[config.mk]
export PLATFORM = sky130hd
export DESIGN_NAME = pool_window_gen
export DESIGN_NICKNAME = d
export VERILOG_FILES = /design/src/rtl/pool_window_gen.sv
export SDC_FILE = /design/constraint.sdc
export NUM_CORES = 1
export LEC_CHECK = 0
export BUFFER_PORTS_ARGS = -buffer_cell sky130_fd_sc_hd__buf_4
export CORE_MARGIN = 3
export CORE_UTILIZATION = 62
export CTS_CLUSTER_DIAMETER = 80
export DETAILED_ROUTE_END_ITERATION = 10
export HOLD_SLACK_MARGIN = 0.08
export PLACE_DENSITY = 0.8
export SYNTH_ARGS = -nofsm -noshare
export SYNTH_HDL_FRONTEND = slang
export SYNTH_SLANG_ARGS = --single-unit
[constraint.sdc]
create_clock -name clk -period 5.5 [get_ports clk]
set_input_delay 0 -clock clk [delete_from_list [all_inputs] [get_ports clk]]
set_output_delay 0 -clock clk [all_outputs]
set_load 0.1 [all_outputs]
[src/rtl/pool_window_gen.sv]
// 2x2 stride-2 pooling window generator over a raster pixel stream; POOL_WIN_LAST_EN adds win_last.
// Latency: a window is visible the cycle after its bottom-right pixel is accepted.
// Backpressure: in_ready = !out_valid || out_ready; a held window stalls the input, no internal buffering.
module pool_window_gen #(
    parameter int DATA_WIDTH = 16,
    parameter int IMG_W      = 24,
    parameter int IMG_H      = 24
) (
    input  logic                  clk,
    input  logic                  rst,
    input  logic                  in_valid,
    input  logic [DATA_WIDTH-1:0] in_data,
    output logic                  in_ready,
    output logic                  out_valid,
    input  logic                  out_ready,
    output logic [DATA_WIDTH-1:0] n1,
    output logic [DATA_WIDTH-1:0] n2,
    output logic [DATA_WIDTH-1:0] n3,
    output logic [DATA_WIDTH-1:0] n4
`ifdef POOL_WIN_LAST_EN
    ,
    output logic                  win_last
`endif
);

    localparam int CW = (IMG_W > 1) ? $clog2(IMG_W) : 1;
    localparam int RW = (IMG_H > 1) ? $clog2(IMG_H) : 1;
    localparam logic [CW-1:0] COL_MAX = CW'(IMG_W - 1);
    localparam logic [RW-1:0] ROW_MAX = RW'(IMG_H - 1);

    logic [CW-1:0]         col_q, col_d;
    logic [RW-1:0]         row_q, row_d;
    logic [DATA_WIDTH-1:0] bl_q;
    logic [DATA_WIDTH-1:0] n1_q, n2_q, n3_q, n4_q;
    logic                  vld_q, vld_d;
    logic                  accept;
    logic                  load_win;
    logic [DATA_WIDTH-1:0] lbuf [IMG_W];

    assign in_ready = !vld_q || out_ready;
    assign accept   = in_valid && in_ready;
    // Row/column parity decides the pixel's role; both dimensions are even so parity is just bit 0.
    assign load_win = accept && row_q[0] && col_q[0];

    always_comb begin
        col_d = col_q;
        row_d = row_q;
        if (accept) begin
            if (col_q == COL_MAX) begin
                col_d = '0;
                row_d = (row_q == ROW_MAX) ? '0 : row_q + RW'(1);
            end else begin
                col_d = col_q + CW'(1);
            end
        end
    end

    always_comb begin
        vld_d = vld_q;
        if (load_win) begin
            vld_d = 1'b1;
        end else if (out_ready) begin
            vld_d = 1'b0;
        end
    end

    // Line buffer holds the even row; not reset since every entry is rewritten before it is read.
    always_ff @(posedge clk) begin
        if (accept && !row_q[0]) begin
            lbuf[col_q] <= in_data;
        end
    end

    always_ff @(posedge clk or posedge rst) begin
        if (rst) begin
            col_q <= '0;
            row_q <= '0;
            vld_q <= 1'b0;
            bl_q  <= '0;
            n1_q  <= '0;
            n2_q  <= '0;
            n3_q  <= '0;
            n4_q  <= '0;
        end else begin
            col_q <= col_d;
            row_q <= row_d;
            vld_q <= vld_d;
            if (accept && row_q[0] && !col_q[0]) begin
                bl_q <= in_data;
            end
            if (load_win) begin
                n1_q <= lbuf[col_q - CW'(1)];
                n2_q <= lbuf[col_q];
                n3_q <= bl_q;
                n4_q <= in_data;
            end
        end
    end

`ifdef POOL_WIN_LAST_EN
    logic last_q;

    always_ff @(posedge clk or posedge rst) begin
        if (rst) begin
            last_q <= 1'b0;
        end else if (load_win) begin
            last_q <= (row_q == ROW_MAX) && (col_q == COL_MAX);
        end else if (out_ready) begin
            last_q <= 1'b0;
        end
    end

    assign win_last = last_q;
`endif

    assign out_valid = vld_q;
    assign n1        = n1_q;
    assign n2        = n2_q;
    assign n3        = n3_q;
    assign n4        = n4_q;

endmodule

# Word-level counts from Yosys, hierarchy flattened
# Memories as Yosys holds them, arrays and structs flattened. A register that Yosys moved wholly into a read port is not among the register bits.
# Index checks and enable logic that the tools add are counted.
# op_classes
n_addsub,3
mul,0
div_mod_pow,0
magnitude_cmp,0
n_eq_ne,2
shift,0
mux,6
n_bitwise,0
reduce_logical,11
# op_table
cell,n
$add A5 B1 Y5 const B,2
$eq A5 B5 Y1 const B,2
$mux W5,2
$logic_and A1 B1 Y1,5
$sub A5 B1 Y5 const B,1
$mux W1,4
$logic_not A1 Y1,3
$reduce_and A2 Y1,1
$reduce_bool A2 Y1,1
$logic_or A1 B1 Y1,1
# totals
ff_bits,59
latchBits,0
mem_bits_rw,384
mem_bits_ro,0
in_bits,20
n_memories,1
# memory_table
memory,words,word_bits,read_ports,rd_ports_with_merged_regs,write_ports,line,text
lbuf,24,16,2,2,1,38,logic [DATA_WIDTH-1:0] lbuf [IMG_W];

# Logic depth before layout (Yosys ltp)
# depth
ltp_word,6
mapped_depth,13
depth_no_buf,6

# Worst setup path after synthesis
# OpenSTA, ideal clock, no wires.
# synth_path
path_type,register -> register
startpoint,register col_q[1]
endpoint,"register n1_q[14], in the netlist n1[14], read port of lbuf"
setup_time_ns,0.129
arrival_ns,3.104
t_required_ns,5.371
path_slack_ns,2.268
stages_incl_launch_ff,14
path_buffers,7
path_cell_list,dfrtp_1 > buf_4 > buf_2 > buf_2 > buf_2 > inv_1 > ha_1 > buf_2 > buf_2 > clkbuf_1 > mux4_2 > mux2i_1 > nor3_1 > a2111o_1
# synth_between
elab_chain_cells,1
# synth_rtl
element,line,text
start: declaration,31,"logic [CW-1:0] col_q, col_d;"
start signal: assignment,85,col_q <= col_d;
$sub A5 B1 Y5,92,n1_q <= lbuf[col_q - CW'(1)];
end: declaration,34,"logic [DATA_WIDTH-1:0] n1_q, n2_q, n3_q, n4_q;"
# No other way between the ends.
# A chain may end at the register's enable or synchronous reset.

# Worst setup path in the final report
# layout_path
startpoint,register col_q[0]
endpoint,"register n1_q[7], in the netlist n1[7], read port of lbuf"
# layout_between
elab_chain_cells,1
# layout_rtl
element,line
$sub A5 B1 Y5 or $logic_and A1 B1 Y1 (tied branches),"92, 43"
# Parallel ways exist; a longest one is shown, timed or not.

==> results.yml <==
logic_synthesis:
  postSynth.asyncResetShare_pct: 19.2
  mappedNetlistArea_um2: 21300
  yosysTopAreaCell: "edfxtp_1"
  synth_top_family_by_area: "multiplexers"
  syn_inst: 1236
  synth_edf_count: 384
  syn_nets: 1262
  synth-simple-area-share_pct: 5.22
  ys_top_cells_by_area: "edfxtp_1 54%, mux4_2 17%, dfrtp_1 11%"
  synth_adder_area_share_pct: 0.352
  yosys_warnings: 0
  avgSynthCellArea_um2: 17.3
  ys_ff_latch: 475
  ys_types: 49
  ys_seq_area_share_pct: 64.7
  synth-main-ff-cell: "edfxtp_1"
  synth_top_area_share_pct: 54.1
  synthMuxAreaShare_pct: 21.5
  synth_xor_area_share_pct: 0.287
  synth_compound_area_share_pct: 5.31
timing:
  max_slew.worst_pin.slew_ns: 1.53
  max_freq_mhz: 223
  setup_violations: 0
  skew_ns: 0.0202
  rsz0062_at_grt: "false"
  finalHoldViolCount: 0
  fin_tns_setup_ns: 0
  period_share_pct: 81.4
  fin_crit_ns: 4.48
  setup_slack_ns: 1.02
  finalMaxSlewViolations: 2
  slew_headroom_pct: -4.30
layout:
  final_util_pct: 71.2
  multiInputGateArea_um2: 7070
  final_nets: 1347
  ff_latch_area_um2: 13800
  drive_gt1_share_pct: 31.2
  nFillCells: 2049
  diodes: 0
  area_growth_pct: 12.5
route:
  drtIter0Drc: 1829
  drc: 0
  avgViaCountPerCell: 7.27
  wl_per_cell_um: 31.9
  dr.pass1.iters: 5
  dr_total_vias: 13100
  final_antenna_net_count: 0
  routed_wirelength_mm: 57.6
place:
  io_buffers: 85
  place_ws_ns: 1.10
  place_hpwl_mm: 34.2
  gp_congestion: 0.917
die:
  ios: 86
  coreArea_um2: 33700
  fp.dieH_um: 191
  die_area_um2: 36700
  die_w_um: 191
  floorplan.rows: 67
  start_util_pct: 63.3
critical_path:
  timing_worst_setup_path_type: "reg2reg"
  crit_chain: "inv_1 > ha_4 > buf_12 > mux4_2 > o21ai_0 > a2111oi_0 > a2111o_1"
  startpoint_type: "flop"
  critPathMaxStageDelay_ns: 1.10
  cp.arrival_ns: 4.96
  slowest_stage: "dfrtp_4"
  crit_fanout: 57
  critPathRequiredTime_ns: 5.99
  end_kind: "flop"
global_route:
  antenna_found_initial: 1
  grt_pass1_wl_mm: 85.4
  grt_max_degree: 110
  grt_usage_pct: 32.2
  met2_usage_pct: 49.1
  grt_use_met3_pct: 8.75
  grt_overflow_total: 0
  global_route.peak_usage_layer: "met2"
  grt_pass1_vias: 13200
  use_met1_pct: 44.2
clock_network:
  htree_levels: 2
  clockBufferDepth: 3
  cts_tree: "done"
  cts_num_sinks: 475
  numCtsBuffers: 47
  clkTransAtPathRegs_ns: 0.06
  cts-root-buf: "clkbuf_16"
  clk_latency_ns: 0.56
  cts_resized: 0
power_and_ir_drop:
  powerDensity_nw_per_um2: 592
  leakagePower_nw: 8.23
  ir_drop_uv: 575
worst_hold_path:
  hp-class: "in2reg"
job:
  cap_violations: 1
run_status:
  outcome: "complete, but fails checks"
  violations: "capacitance limit, slew limit"
[power breakdown]
group | total, mW | switching, mW | internal (mW)
combinational | 6.31 | 4.19 | 2.12
clock | 3.00 | 1.30 | 1.70
sequential | 4.89 | 0.526 | 4.36
total | 14.2 | 6.02 | 8.18
[path summary, 6_finish.rpt]
path / from / cells past startpoint / slack [ns] / endpoint
max: col_q[0] / 7 / 1.02 / n1[7]
min: in_valid / 5 / 0.34 / col_q[1]
max reg2reg: col_q[0] / 7 / 1.02 / n1[7]
min reg2reg: bl_q[15] / 2 / 0.46 / n3[15]
max in group asynchronous: rst / 5 / 3.59 / col_q[1]
min in group asynchronous: rst / 4 / 0.61 / n3[0]
[cell type report]
class | count | share of cell area, %
Clock inverter | 15 | 0.339
Timing Repair Buffer | 135 | 4.54
Multi-Input combinational cell | 656 | 29.4
Sequential cell | 475 | 57.6
Clock buffer | 72 | 5.67
Tap cell | 448 | 2.34
Inverter | 6 | 0.104
[metrics by stage]
stage / cells / power (mW) / cell area (µm²) / hold slack, ns
2_1_floorplan: 1236 / 9.45 / 21300 / 0.0989
3_3_place_gp: 1700 / 11.0 / 22400 / 0.0278
3_5_place_dp: 1700 / 11.1 / 22400 / 0.0368
4_1_cts: 1807 / 14.1 / 24000 / 0.342
5_1_grt: 1807 / 14.7 / 24000 / 0.405
6_report: 1807 / 14.2 / 24000 / 0.337
[layer usage]
layer	up-vias	wire length (µm)
met5	-	0
met1	6663	20000
met4	0	2990
met3	190	7760
li1	5214	-
met2	1069	26800
[layout by cell type (no fill, tap or decap), types with 17 or more instances in the layout]
cell type / Yosys / final
edfxtp_1: 384 / 384
mux4_2: 162 / 162
nand2_1: 119 / 119
buf_4: 13 / 113
dfrtp_1: 91 / 88
mux2_2: 51 / 51
clkbuf_16: 0 / 48
nand3_1: 37 / 37
mux2i_1: 36 / 36
o21ai_0: 34 / 34
a2111oi_0: 32 / 32
nor2_1: 45 / 29
a22oi_1: 21 / 21
dlygate4sd3_1: 0 / 20
nor3_1: 21 / 18
clkbuf_1: 46 / 17
[worst max-delay path, delay by kind of cell, from the launching register on]
family                   cells  cell delay, ns
flip-flops                   1            1.10
buffers and inverters        2            0.80
adder cells (fa/ha/maj)      1            0.82
multiplexers                 1            0.26
AO/OA/AOI/OAI                3            1.36
[cell families (layout without fill, tap and decap cells)]
group           count (synthesis)  after routing
xor+xnor                        7              7
compound gates                148            148
fa+ha+maj                       6              6
flops                         475            475
simple gates                  246            246
buf+inv                       105            228
mux                           249            249
[state kept, by name, summed over array words and instances (netlist names)]
name and count:
n3 16, n1 16, lbuf 384, row_q 5, n4 16, bl_q 16
out_valid 1, n2 16, col_q 5
[cell usage after synthesis, drive strengths merged (32+ instances only)]
master   instances
mux2            51
nand3           37
mux2i           36
edfxtp         384
o21ai           34
dfrtp           91
nand2          119
mux4           162
nor2            45
buf             52
clkbuf          47
a2111oi         32
[repair_timing]
item                                   4_1_cts  5_1_grt
buffers inserted                             0        0
endpoints found under the hold margin      453        0
hold buffers                                20        0
Note: power is estimated with default switching activity, not from simulation.
